File: src/rtl/mem_bridge_pkg.sv
// Shared types for mem_bridge: FSM state encoding and the default completion timeout.
package mem_bridge_pkg;

   typedef enum logic [2:0] {
      IDLE  = 3'd0,
      ISSUE = 3'd1,
      WAIT  = 3'd2,
      DONE  = 3'd3,
      ERR   = 3'd4
   } state_t;

   localparam int DEF_TIMEOUT = 16;

endpackage

File: src/rtl/mem_bridge_wait_timer.sv
// Saturating wait counter; tc_o flags TIMEOUT-1, the last WAIT cycle before a timeout.
// Clear wins over enable; the count never wraps.
module wait_timer
   import mem_bridge_pkg::*;
#(
   parameter int TIMEOUT = DEF_TIMEOUT
) (
   input  logic clock,
   input  logic reset,
   input  logic clr_i,
   input  logic en_i,
   output logic tc_o
);

   localparam int CW = $clog2(TIMEOUT);
   localparam logic [CW-1:0] TC_VAL = CW'(TIMEOUT - 1);

   logic [CW-1:0] cnt_q, cnt_d;

   always_comb begin
      cnt_d = cnt_q;
      if (clr_i) begin
         cnt_d = '0;
      end else if (en_i && (cnt_q != TC_VAL)) begin
         cnt_d = cnt_q + CW'(1);
      end
   end

   always_ff @(posedge clock or posedge reset) begin
      if (reset) begin
         cnt_q <= '0;
      end else begin
         cnt_q <= cnt_d;
      end
   end

   assign tc_o = (cnt_q == TC_VAL);

endmodule

File: src/rtl/mem_bridge.sv
// CPU-to-memory bridge: one access per request, cpu_ready one cycle after the accepted mem_valid, timeout to cpu_err.
// Optional MEM_ALIGN_CHECK_EN rejects misaligned addresses straight to error; all outputs are registered.
module mem_bridge
   import mem_bridge_pkg::*;
#(
   parameter int ADDR_W  = 32,
   parameter int DATA_W  = 32,
   parameter int TIMEOUT = DEF_TIMEOUT
) (
   input  logic              clock,
   input  logic              reset,
   input  logic              cpu_req,
   input  logic              cpu_we,
   input  logic [ADDR_W-1:0] cpu_addr,
   input  logic [DATA_W-1:0] cpu_wdata,
   output logic [DATA_W-1:0] cpu_rdata,
   output logic              cpu_ready,
   output logic              cpu_err,
   output logic              mem_en,
   output logic              mem_we,
   output logic [ADDR_W-1:0] mem_addr,
   output logic [DATA_W-1:0] mem_wdata,
   input  logic [DATA_W-1:0] mem_rdata,
   input  logic              mem_valid
);

   state_t            state_q;
   logic              we_q, mem_en_q, cpu_ready_q, cpu_err_q;
   logic [ADDR_W-1:0] addr_q;
   logic [DATA_W-1:0] wdata_q, rdata_q;
   logic              misalign, tmr_clr, tmr_en, tmr_tc;

`ifdef MEM_ALIGN_CHECK_EN
   assign misalign = (cpu_addr[1:0] != 2'b00);
`else
   assign misalign = 1'b0;
`endif

   assign tmr_clr = (state_q == ISSUE);
   assign tmr_en  = (state_q == WAIT) && !mem_valid;

   wait_timer #(.TIMEOUT(TIMEOUT)) u_wait_timer (
      .clock (clock),
      .reset (reset),
      .clr_i (tmr_clr),
      .en_i  (tmr_en),
      .tc_o  (tmr_tc)
   );

   always_ff @(posedge clock or posedge reset) begin
      if (reset) begin
         state_q     <= IDLE;
         we_q        <= 1'b0;
         addr_q      <= '0;
         wdata_q     <= '0;
         rdata_q     <= '0;
         mem_en_q    <= 1'b0;
         cpu_ready_q <= 1'b0;
         cpu_err_q   <= 1'b0;
      end else begin
         // Strobes are single-cycle: cleared by default, set only on the entering transition.
         mem_en_q    <= 1'b0;
         cpu_ready_q <= 1'b0;
         cpu_err_q   <= 1'b0;
         case (state_q)
            IDLE: begin
               if (cpu_req) begin
                  we_q    <= cpu_we;
                  addr_q  <= cpu_addr;
                  wdata_q <= cpu_wdata;
                  if (misalign) begin
                     state_q     <= ERR;
                     cpu_ready_q <= 1'b1;
                     cpu_err_q   <= 1'b1;
                  end else begin
                     state_q  <= ISSUE;
                     mem_en_q <= 1'b1;
                  end
               end
            end
            ISSUE: state_q <= WAIT;
            WAIT: begin
               if (mem_valid) begin
                  if (!we_q) begin
                     rdata_q <= mem_rdata;
                  end
                  state_q     <= DONE;
                  cpu_ready_q <= 1'b1;
               end else if (tmr_tc) begin
                  state_q     <= ERR;
                  cpu_ready_q <= 1'b1;
                  cpu_err_q   <= 1'b1;
               end
            end
            DONE:    state_q <= IDLE;
            ERR:     state_q <= IDLE;
            default: state_q <= IDLE;
         endcase
      end
   end

   assign cpu_rdata = rdata_q;
   assign cpu_ready = cpu_ready_q;
   assign cpu_err   = cpu_err_q;
   assign mem_en    = mem_en_q;
   assign mem_we    = we_q;
   assign mem_addr  = addr_q;
   assign mem_wdata = wdata_q;

endmodule
File: config.mk
export PLATFORM = sky130hd
export DESIGN_NAME = mem_bridge
export DESIGN_NICKNAME = d
export VERILOG_FILES = /design/src/rtl/mem_bridge_pkg.sv /design/src/rtl/mem_bridge_wait_timer.sv /design/src/rtl/mem_bridge.sv
export SDC_FILE = /design/constraint.sdc
export NUM_CORES = 1
export LEC_CHECK = 0
export CAP_MARGIN = 20
export CORE_ASPECT_RATIO = 0.6
export CORE_UTILIZATION = 41
export DETAILED_ROUTE_END_ITERATION = 6
export GPL_TIMING_DRIVEN = 0
export PLACE_DENSITY = 0.8
export SLEW_MARGIN = 5
export SYNTH_ARGS = -nofsm -noshare
export SYNTH_HDL_FRONTEND = slang
export SYNTH_HIERARCHICAL = 1
export SYNTH_SLANG_ARGS = --single-unit
File: constraint.sdc
create_clock -name clock -period 4.1 [get_ports clock]
set_input_delay 0.615 -clock clock [delete_from_list [all_inputs] [get_ports clock]]
set_output_delay 0.615 -clock clock [all_outputs]
set_load 0.01 [all_outputs]
* Word level (Yosys, flattened, before mapping) *
Cells that the tools add are included.

operators by class
  add/subtract/negate cells = 1
  eq/ne operators = 6
  mux-type cells = 13
  bitwise logic cells = 1
  reduce and logical (&&, ||, !) cells = 8

operators by type and width
  operator                                                                count
  3-bit 2-to-1 mux                                                        3
  3-bit one-hot mux with 3 select lines                                   1
  4-bit 2-to-1 mux                                                        2
  1-bit 2-to-1 mux                                                        7
  4-bit by 1-bit adder with 4-bit output (second input constant)          1
  4-bit equality test (second input constant)                             1
  4-bit != test (second input constant)                                   1
  2-bit AND reduction                                                     2
  3-bit by 1-bit equality test with 1-bit output (second input constant)  1
  3-bit by 2-bit equality test with 1-bit output (second input constant)  1
  3-bit logical NOT                                                       1
  3-bit != test (second input constant)                                   1
  3-bit AND reduction                                                     1
  1-bit logical AND                                                       2
  2-bit != test (second input constant)                                   1
  2-bit nonzero test                                                      1
  1-bit logical NOT                                                       1
  1-bit inverter                                                          1

storage, ports and cells
  flip-flop bits (word level) = 107
  input bits = 101
  output and inout port bits = 100

* Logic depth before layout (Yosys ltp) *
  depth after elaboration = 5
  mapped depth = 6
  gate-level depth less buffers = 6

* Hierarchy *
The synthesis kept the hierarchy.

modules (own cells, without submodules)
  module      times used  cells an instance  area each (µm²)  seq. area each (µm²)
  mem_bridge  1           229                4070.2           2577.5
  wait_timer  1           21                 232.7            100.1

* Worst setup path after synthesis *
Ideal clock, no wire load.

  path kind = input to register
  start point = input mem_valid
  end point = register rdata_q[20] (netlist: cpu_rdata[20])
  setup time = 125 ps
  data arrival time = 1432 ps
  path slack = 2543 ps
  stages on the path = 4
  path buffers = 2
  cell sequence = clkbuf_2 > nand4b_2 > buf_6 > mux2_4

between the ends
  cells in the longest elaborated chain, start to end = 1

ends and longest elaborated chain
  item                                  line              text
  from (decl)                           mem_bridge.sv:24  input logic mem_valid
  3-bit AND reduction (no source line)  --
  to (signal assigned)                  mem_bridge.sv:85  rdata_q <= mem_rdata;
  to (decl)                             mem_bridge.sv:30  logic [DATA_W-1:0] wdata_q, rdata_q;

Every way passes these cells.
A chain may end at the register's enable or synchronous reset.

* Worst setup path in the final report *
  start point = register addr_q[16] (netlist: mem_addr[16])
  end point = output mem_addr[16]

RTL lines
  item                    line              text
  from (decl)             mem_bridge.sv:29  logic [ADDR_W-1:0] addr_q;
  from (signal assigned)  mem_bridge.sv:69  addr_q <= cpu_addr;
  to (decl)               mem_bridge.sv:21  output logic [ADDR_W-1:0] mem_addr,

No word-level cell between the ends.

==> impl_table.tex <==
\begin{tabular}{lr}
\hline
Metric & Value \\
\hline
\multicolumn{2}{l}{\textbf{Drt}} \\
\quad Starting DRC count in detailed routing & 40 \\
\quad Post-DR wirelength/cell & 17.0 microns \\
\quad Total number of vias & roughly 2800 \\
\quad Post-DR vias/cell & 4.73 \\
\quad Number of remaining DRC errors & 0 \\
\quad Routed wire length & 10.2 mm \\
\quad First-pass iteration count of the detailed router & 4 \\
\quad Number of nets still failing antenna checks after routing & 0 \\
\multicolumn{2}{l}{\textbf{Global route}} \\
\quad Global-route total usage across every layer & 19.4\% \\
\quad Largest net degree at the start of global routing & 66 \\
\quad Gr ovfl total & 0 \\
\quad Vias in the first global route & roughly 3000 \\
\quad Antenna violations before repair & 0 \\
\quad Global-route wire length before repair & between 15 and 20 mm \\
\multicolumn{2}{l}{\textbf{STA}} \\
\quad Worst slew margin & approximately 68\% \\
\quad Final hold viol count & 0 \\
\quad Finish-stage setup viols & 0 \\
\quad Portion of the clock cycle consumed by the worst path in the final layout & between 40\% and 50\% \\
\quad Setup repair after global routing missed its margin & no \\
\quad Maximum clock frequency & approximately 530 MHz \\
\quad Minimum setup slack in the final design & 2.22 ns \\
\quad Post-route clock skew & about 0.0049 ns \\
\quad Actual slew at the worst max-slew pin & around 0.49 ns \\
\quad Final Max Tran Viols & 0 \\
\quad Final period demand of the worst path & approximately 1.9 ns \\
\multicolumn{2}{l}{\textbf{Worst setup path}} \\
\quad Crit. path cell count & 1 \\
\quad Slowest cell on crit path & sky130\_fd\_sc\_hd\_\_clkdlybuf4s50\_1 \\
\quad Worst Path Required & about 3.5 ns \\
\quad Worst R2R End & u\_wait\_timer/cnt\_q[3]\$\_DFFE\_PP0P\_ \\
\quad Kind of critical path & reg -> out \\
\quad Count of cells along the worst register-to-register path & 6 \\
\quad Kind of cell with the highest combined delay on the critical path & buffers and inverters \\
\quad Crit. End Element & primary output \\
\quad CP Cell Sequence & clkdlybuf4s50\_1 \\
\quad Termination of the worst setup path & mem\_addr[16] \\
\quad Critical path origin & mem\_addr[16]\$\_DFFE\_PP0P\_ \\
\quad Buf/Inv on CP & 1 \\
\quad Startpoint Class & flop \\
\quad Register-to-register setup slack & between 2 and 2.5 ns \\
\quad Worst r2r src & state\_q[2]\$\_DFFE\_PP0P\_ \\
\quad Longest individual stage delay on the worst path & approximately 0.58 ns \\
\quad Worst-path maximum fanout & 2 \\
\quad Arrival time of data at the critical path endpoint & between 1 and 1.5 ns \\
\multicolumn{2}{l}{\textbf{Yosys}} \\
\quad Synthesized instance count & 250 \\
\quad Count of different cell masters after synthesis & 30 \\
\quad Average cell area after synthesis & about 17 sq um \\
\quad Fraction of synthesized area in multiplexers & around 30\% \\
\quad Share of the synthesized area in compound gates (AO/OA/AOI/OAI) & less than 1\% \\
\quad Leading post-synthesis cells by instance count & 107 x sky130\_fd\_sc\_hd\_\_dfrtp\_1, 56 x sky130\_fd\_sc\_hd\_\_mux2\_2, 42 x sky130\_fd\_sc\_hd\_\_mux2\_4, 5 x sky130\_fd\_sc\_hd\_\_nor2\_1 \\
\quad Number of register bits inferred by synthesis & between 100 and 150 \\
\quad Yosys Warn Count & 6 \\
\quad Share of Yosys cell area claimed by the top area cell type & between 60 and 70\% \\
\quad Leading register cell type out of synthesis & sky130\_fd\_sc\_hd\_\_dfrtp\_1 \\
\quad Main combinational cell family by area after synthesis & multiplexers \\
\quad Largest cells by area after synthesis & sky130\_fd\_sc\_hd\_\_dfrtp\_1 62\%, sky130\_fd\_sc\_hd\_\_mux2\_2 15\%, sky130\_fd\_sc\_hd\_\_mux2\_4 15\%, sky130\_fd\_sc\_hd\_\_buf\_8 1.4\%, sky130\_fd\_sc\_hd\_\_buf\_6 1.0\% \\
\quad Netlist area before placement & $\sim$4300 sq um \\
\quad Adder-cell area share of the yosys netlist & less than 1\% \\
\quad Library cell with the largest summed area after synthesis & sky130\_fd\_sc\_hd\_\_dfrtp\_1 \\
\quad Post-Synthesis Net Count & between 300 and 400 \\
\quad Count of flip-flops with a built-in enable after synthesis & 0 \\
\quad Synth async-reset ratio & 100\% \\
\quad Simple-gate share of the synthesized area & around 4.3\% \\
\quad Most frequent cell after synthesis & sky130\_fd\_sc\_hd\_\_dfrtp\_1 \\
\quad Fraction of synthesized cell area in xor and xnor cells & 0\% \\
\quad Share of the yosys chip area belonging to registers & between 60 and 70\% \\
\multicolumn{2}{l}{\textbf{Clock tree}} \\
\quad Total number of H-tree levels & 3 \\
\quad Clock-pin slew of the registers on the worst-case setup and hold paths & approximately 0.070 ns \\
\quad Gates resized, CTS repair & 0 \\
\quad Clk\_lat worst skew & 0.33 ns \\
\quad Sink Count & 107 \\
\quad Hold\_buf cts & 0 \\
\quad CTS tree & built \\
\quad Worst-case clock buffer depth & 2 \\
\quad Total CTS buffers & 9 \\
\quad Post-CTS setup-driven buffer insertion count & 0 \\
\quad Clk root buf & sky130\_fd\_sc\_hd\_\_clkbuf\_16 \\
\multicolumn{2}{l}{\textbf{Flow run}} \\
\quad Number of max-cap violations & 0 \\
\multicolumn{2}{l}{\textbf{Floorplanning}} \\
\quad Core Rows & 28 \\
\quad Die extent in y & 81.4 microns \\
\quad Num ports & around 200 \\
\quad Core footprint & 10000 sq um \\
\quad Total Die Area & about 11000 sq um \\
\quad Initial Util & between 40 and 50\% \\
\quad Width of the die & around 130 microns \\
\multicolumn{2}{l}{\textbf{Run status}} \\
\quad Run status & finished clean \\
\multicolumn{2}{l}{\textbf{Hold path}} \\
\quad Path class of the lowest-slack min-delay path & reg -> reg \\
\multicolumn{2}{l}{\textbf{Cells and area}} \\
\quad Net count, final & 563 \\
\quad Share of post-route cells with drive strength above 1 & $\sim$29\% \\
\quad Fill cell count & roughly 730 \\
\quad Number of diodes & 0 \\
\quad Synthesis-to-layout area growth & 57.6\% \\
\quad Cell Count, Final, Fillers Out & about 600 \\
\multicolumn{2}{l}{\textbf{Power}} \\
\quad Worst IR drop on VDD & 411 uV \\
\quad Power after layout & just over 5 mW \\
\quad Power density over cell area & approximately 760 nW/um\^{}2 \\
\quad Leakage Power & approximately 2.9 nW \\
\multicolumn{2}{l}{\textbf{Placed design}} \\
\quad Routability-driven placement congestion ratio & 0.778 \\
\quad Setup Slack @ Placement & 1.89 ns \\
\quad Hpwl dp & 7.77 mm \\
\quad Port Buffers & between 150 and 200 \\
\quad Post-Place Cells & around 600 \\
\hline
\end{tabular}
how the worst min path moves through the flow:
stage | start | end | slack, ns | depth (start not counted)
final | cpu_rdata[15]$_DFFE_PP0P_ | cpu_rdata[15]$_DFFE_PP0P_ | 0.50 | 1
after global routing | cpu_rdata[1]$_DFFE_PP0P_ | cpu_rdata[1]$_DFFE_PP0P_ | 0.52 | 1
after CTS | cpu_rdata[25]$_DFFE_PP0P_ | cpu_rdata[25]$_DFFE_PP0P_ | 0.51 | 1
after detailed placement | cpu_rdata[25]$_DFFE_PP0P_ | cpu_rdata[25]$_DFFE_PP0P_ | 0.49 | 1
after global placement | cpu_rdata[23]$_DFFE_PP0P_ | cpu_rdata[23]$_DFFE_PP0P_ | 0.49 | 1
after floorplan | reset | u_wait_timer/cnt_q[0]$_DFFE_PP0P_ | 0.38 | 1
layout by cell type, fill, tap and decap left out, drive strengths merged, types with 3 or more instances in the layout:
master         instances
clkinv                 3
a21oi                  3
nor2                   6
mux2                  98
nand2b                 4
clkbuf                11
clkdlybuf4s50        199
dfrtp                107
buf                   11
inv                    3
stage by stage:
stage / setup TNS [ns] / utilization (%) / hold slack (ns) / cell area, sq um
detailed placement: 0 / 64.8 / 0.492 / 6490
floorplan: 0 / - / 0.381 / 4300
finish: 0 / 67.7 / 0.503 / 6780
global placement: -71.46 / 64.5 / 0.487 / 6460
global route: 0 / 67.7 / 0.524 / 6780
CTS: 0 / 67.7 / 0.508 / 6780
logic make-up after synthesis:
logic type      after synthesis
flops                       107
mux                          99
simple gates                 25
buf+inv                      13
compound gates                5
fa+ha+maj                     1
flip-flops by register name, summed over array words and instances, names as in the netlist:
| register | count |
|---|---|
| mem_en | 1 |
| u_wait_timer/cnt_q | 4 |
| mem_wdata | 32 |
| cpu_err | 1 |
| cpu_rdata | 32 |
| cpu_ready | 1 |
| mem_addr | 32 |
| state_q | 3 |
| mem_we | 1 |
cell type report:
| type | count | area (sq um) | area share [%] |
|---|---|---|---|
| clock buffers | 10 | 239 | 3.52 |
| inverters | 2 | 10.0 | 0.148 |
| plain buffers | 11 | 120 | 1.77 |
| well taps | 135 | 169 | 2.49 |
| repair buffers | 200 | 2020 | 29.8 |
| clock inverters | 6 | 50.0 | 0.738 |
| multi-input cells | 130 | 1500 | 22.1 |
| flip-flops and latches | 107 | 2680 | 39.5 |
report_power, final:
part	internal (mW)	switching (mW)
clock	0.434	0.382
combinational	1.63	0.854
sequential	1.58	0.292
total	3.64	1.53
per-layer routing:
metal  track usage, %  routed length (microns)  up-vias
li1                 -                        -     1293
met1             22.8                     4240     1420
met2             32.4                     4830      124
met3             9.49                     1110        8
met4             4.38                       54        0
met5                0                        0        -
Note: power is estimated with default switching activity, not from simulation.
==> patch 1: new RTL, same flow settings <==
Change the parameter `ADDR_W` from 32 to 28.
--- a/src/rtl/mem_bridge.sv
+++ b/src/rtl/mem_bridge.sv
@@ -4,5 +4,5 @@
    import mem_bridge_pkg::*;
 #(
-   parameter int ADDR_W  = 32,
+   parameter int ADDR_W  = 28,
    parameter int DATA_W  = 32,
    parameter int TIMEOUT = DEF_TIMEOUT
Interface: changed (resized cpu_addr and mem_addr); port bits go from 201 to 193. The function was not compared with the original's and may differ.
==> patch 1 against the original RTL <==
Sequential cell count shrank 4. Clock skew about the same. Wire length shrank 4.4%. Synthesized cell count fell by 3.6%. Synthesized area fell by 7.4%. Highest routed layer unchanged. Worst setup slack lost 120 ps. Largest cell class unchanged. Total power down 7.0%. Cell area is 6.0% lower. Cell count shrank 3.7%. Maximum frequency fell by 6.1%.
==> patch 1: results (changes against the original RTL) <==
----------------------------------------------------
[Global routing]
  Number of global-route vias before repair ... 2927 (-3.0%)
  Maximum number of pins on one net before global-route repair ... 57 (-14%)
  First-pass GRT wire length ... 15200 µm (-4.7%)
  Total global routing track utilization ... 20.3% (+0.83 points)

[Placement]
  Number of placed instances, taps included ... 563 (-3.8%)
  Number of port buffers ... 191 (-4.0%)
  Detailed Place HPWL ... 7420 µm (-4.5%)
  Placed cell areas ... 6090 µm² (-6.2%)
  Dpl ws ... 1730 ps (-158 ps)
  Placer Congestion ... 0.751 (-3.5%)

[Yosys]
  Sequential share of the synthesized area ... 64.7% (+2.5 points)
  Largest cells by area after synthesis ... sky130_fd_sc_hd__dfrtp_1 65%, sky130_fd_sc_hd__mux2_2 25%, sky130_fd_sc_hd__buf_6 2.5%, sky130_fd_sc_hd__mux2_1 1.1%, sky130_fd_sc_hd__nand2b_1 0.63%
  Distinct cell type count after synthesis ... 27 (-10%)
  Top cell types by occurrence after synthesis ... 103 x sky130_fd_sc_hd__dfrtp_1, 89 x sky130_fd_sc_hd__mux2_2, 9 x sky130_fd_sc_hd__buf_6
  Synthesized instance count ... 241 (-3.6%)
  Synthesized net count ... 339 (-3.7%)

[Critical path]
  Worst R2R Start ... state_q[1]
  Top fanout value on the critical path ... 10 (+8)
  CP Launch Point ... cpu_req
  Setup slack on the worst flop-to-flop path ... 2330 ps (-140 ps)
  Arrival @ worst endpoint ... 2220 ps (+960 ps)
  End of the critical path ... mem_addr[21]
  Number of cells on the worst reg-to-reg path ... 4 (-2)

[Min path]
  Endpoint of the worst hold path ... mem_addr[19]
  Min-Delay Path Class ... flop to flop

[Cells and area]
  Layout cells sized above 1 ... 27.6% (-1.4 points)
  Layout net count ... 542 (-3.7%)
  Number of fill cells in the layout ... 685 (-6.3%)
  Area occupied by registers ... 2580 µm² (-3.7%)
  Final instance count without filler cells ... 579 (-3.7%)

[STA]
  Hold_ws ... 488 ps (-15.1 ps)
  Share of the cycle needed by the critical path after routing ... 48.8% (+3.0 points)
  Slew at the pin closest to its max-slew limit ... 573 ps (+88.1 ps)

[Drt]
  Total via count in the routed design ... 2743 (-3.6%)
  WL/cell ... 16.9 µm (-0.77%)
  First-iteration detailed-routing DRC count ... 72 (+80%)

[Pwr]
  Maximum vdd ir drop ... 0.473 mV (+15%)
  Static Leak ... 2.66 nW (-8.8%)

[Run status]
  Outcome ... complete, no violations

[Clock tree]
  Clk Latency, worst-skew pair ... 340 ps
  Cts bufs inserted ... 9 (unchanged)

----------------------------------------------------
patch 1: cell count changes after synthesis, sizes merged:
cell / unedited run / this run
nand2b: 4 / 5
or2b: 1 / 0
dfrtp: 107 / 103
buf: 10 / 9
mux2: 98 / 94
patch 1: kinds of logic (layout without fill, tap and decap cells):
group,after synthesis,in the layout,synth area share (%)
muxes,95,95,26.9
and+or+nand+nor,25,25,4.58
adders and majority gates,1,1,0.314
AOI/OAI and AO/OA,5,5,0.691
DFF,103,103,64.7
buffers and inverters,12,220,2.83
patch 1: layout make-up:
type | count | area share (%)
Clock inverter | 6 | 0.726
Sequential cell | 103 | 40.4
Clock buffer | 10 | 3.75
Inverter | 2 | 0.157
Tap cell | 130 | 2.55
Multi-Input combinational cell | 126 | 20.3
Buffer | 10 | 1.65
Timing Repair Buffer | 192 | 30.4
patch 1: worst max-delay path, stage by stage:
cell and delay, ps:
sky130_fd_sc_hd__clkdlybuf4s50_1 500, sky130_fd_sc_hd__nand2b_4 70, sky130_fd_sc_hd__nor3_4 450, sky130_fd_sc_hd__buf_6 230, sky130_fd_sc_hd__mux2_2 350
patch 1: power breakdown:
group / internal (mW) / leakage [nW] / switching, mW
registers: 1.52 / 1.23 / 0.269
clock network: 0.430 / 0.135 / 0.378
logic: 1.42 / 1.29 / 0.789
patch 1: metal layers:
metal  up-vias  part of all wire, %  track usage [%]
li1       1253                    -                -
met5         -                    0                0
met3         9                   11             9.61
met1      1355                   41             24.2
met2       126                   47             32.6
met4         0                  1.0             5.76
==> patch 2: new RTL, same flow settings <==
Without the edit above. Put one more register stage on the output `cpu_err`, with the module's reset. The value now appears one clock later. The other outputs are not delayed to match. Comments in the files are not updated.
--- a/src/rtl/mem_bridge.sv
+++ b/src/rtl/mem_bridge.sv
@@ -102,5 +102,11 @@
    assign cpu_rdata = rdata_q;
    assign cpu_ready = cpu_ready_q;
-   assign cpu_err   = cpu_err_q;
+   always_ff @(posedge clock or posedge reset) begin
+      if (reset) begin
+         cpu_err <= '0;
+      end else begin
+         cpu_err <= cpu_err_q;
+      end
+   end
    assign mem_en    = mem_en_q;
    assign mem_we    = we_q;
Function: no difference found for any inputs over 4 cycles, from zero or initial values and one cycle with reset high; that may be too few to reach the edited logic, so the function may still have changed.
==> patch 2 against the original RTL <==
Synthesized area is 0.58% higher. Worst setup slack worse by 16 ps. Cell area is 1.0% higher. Sequential cell count is 1 higher. Total power is 3.2% higher. Wire length is 0.93% higher. Die area is 0.58% higher. Cell count stayed put. Via count is 0.18% lower.
==> patch 2: results (changes against the original RTL) <==
----------------------------------------------------
[Critical path]
  Setup slack on the worst flop-to-flop path ... 2430 ps (-40 ps)
  Worst R2R Start ... state_q[0]
  Top fanout value on the critical path ... 2 (unchanged)
  Arrival @ worst endpoint ... 1280 ps (+20 ps)
  Number of cells on the worst reg-to-reg path ... 6 (unchanged)

[Drt]
  Routed WL ... 10300 µm (+0.93%)
  Via-to-Cell Ratio ... 4.73 (-0.18%)
  First-iteration detailed-routing DRC count ... 90 (+130%)
  DR pass1 iterations ... 6 (+2)

[Yosys]
  Distinct cell type count after synthesis ... 30 (unchanged)
  Top cell types by occurrence after synthesis ... 108 x sky130_fd_sc_hd__dfrtp_1, 56 x sky130_fd_sc_hd__mux2_2, 42 x sky130_fd_sc_hd__mux2_4
  Warnings from Yosys ... 6 (unchanged)
  Top flip-flop cell by instance count after synthesis ... sky130_fd_sc_hd__dfrtp_1
  Largest cells by area after synthesis ... sky130_fd_sc_hd__dfrtp_1 62%, sky130_fd_sc_hd__mux2_2 15%, sky130_fd_sc_hd__mux2_4 15%, sky130_fd_sc_hd__buf_8 1.4%, sky130_fd_sc_hd__buf_6 1.0%
  Synthesized net count ... 353 (+0.28%)

[Placement]
  Placer Congestion ... 0.761 (-2.3%)
  Dpl ws ... 1870 ps (-15.4 ps)
  Placed cell areas ... 6520 µm² (+0.39%)
  Detailed Place HPWL ... 7610 µm (-2.1%)

[Global routing]
  First-pass GRT wire length ... 15800 µm (-0.82%)
  Total global routing track utilization ... 19.1% (-0.34 points)
  Number of global-route vias before repair ... 3032 (+0.50%)
  Maximum number of pins on one net before global-route repair ... 61 (-7.6%)
  Met1 track demand over resource in global routing ... 22.9% (about the same)
  Met2 global-route usage ... 30.8% (-1.7 points)
  Layer carrying the most global-route usage ... met2
  GR Util met3 ... 9.38% (-0.11 points)

[Run status]
  Outcome ... complete, no violations

[STA]
  Hold_ws ... 368 ps (-135 ps)
  Tightest slew margin relative to the limit ... 59.6% (-8.1 points)
  Final clock skew ... 4.15 ps (-0.732 ps)

[Pwr]
  Maximum vdd ir drop ... 0.410 mV (-0.14%)
  Sw frac ... 28.5% (-1.1 points)
  Static Leak ... 2.95 nW (+1.3%)

[Cells and area]
  Number of fill cells in the layout ... 686 (-6.2%)
  Layout cells sized above 1 ... 28.3% (-0.64 points)

[Min path]
  Worst hold stages ... 0 (-1)
  Endpoint of the worst hold path ... cpu_err
  Hold path startpoint ... cpu_err_q

----------------------------------------------------
-- patch 2: cell types whose count changed after synthesis, sizes merged --
cell	delta
dfrtp	+1
-- patch 2: logic make-up (layout without fill, tap and decap cells) --
family,count (synthesis),in the layout,synth area share (%)
buffers and inverters,13,228,2.95
and+or+nand+nor,25,25,4.31
adders and majority gates,1,1,0.289
AOI/OAI and AO/OA,5,5,0.636
muxes,99,99,29.4
DFF,108,108,62.4
-- patch 2: final cells by class --
class	count	area [µm²]	share of cell area, %
multi-input combinational	130	1500	21.9
inverter	2	10.0	0.146
sequential	108	2700	39.5
clock inverter	4	98.8	1.44
timing repair buffer	200	2020	29.5
tap	135	169	2.47
clock buffer	11	233	3.40
buffer	11	120	1.75
-- patch 2: worst max-delay path by stage --
stage	end	start	depth (start not counted)	slack, ps
global route	cpu_rdata[5]	cpu_rdata[5]	1	2160
detailed placement	mem_addr[19]	cpu_req	5	1870
finish	mem_addr[14]	mem_addr[14]	1	2210
floorplan	cpu_err	reset	1	750
CTS	mem_we	mem_we	1	2200
global placement	mem_wdata[9]	reset	2	-780
-- patch 2: layer usage --
layer  routed length, µm  part of all wire [%]  vias to the layer above
met5                   0                     0                        -
li1                    -                     -                     1296
met3                1190                    12                       10
met1                4230                    41                     1405
met4                  96                  0.93                        0
met2                4810                    47                      129
-- patch 2: stage by stage --
step	std cells	TNS, ps	total power, mW
after global routing	601	0	5.61
after global placement	585	-80640	4.31
final	601	0	5.33
after CTS	601	0	5.39
after floorplan	251	0	3.08
after detailed placement	586	0	4.39
-- patch 2: power groups by stage --
stage | combinational (mW) | sequential [mW] | clock [mW]
floorplan | 0.978 | 2.10 | 0
global placement | 2.46 | 1.86 | 0
detailed placement | 2.50 | 1.89 | 0
CTS | 2.51 | 1.88 | 0.996
global route | 2.64 | 1.94 | 1.03
finish | 2.48 | 1.88 | 0.970
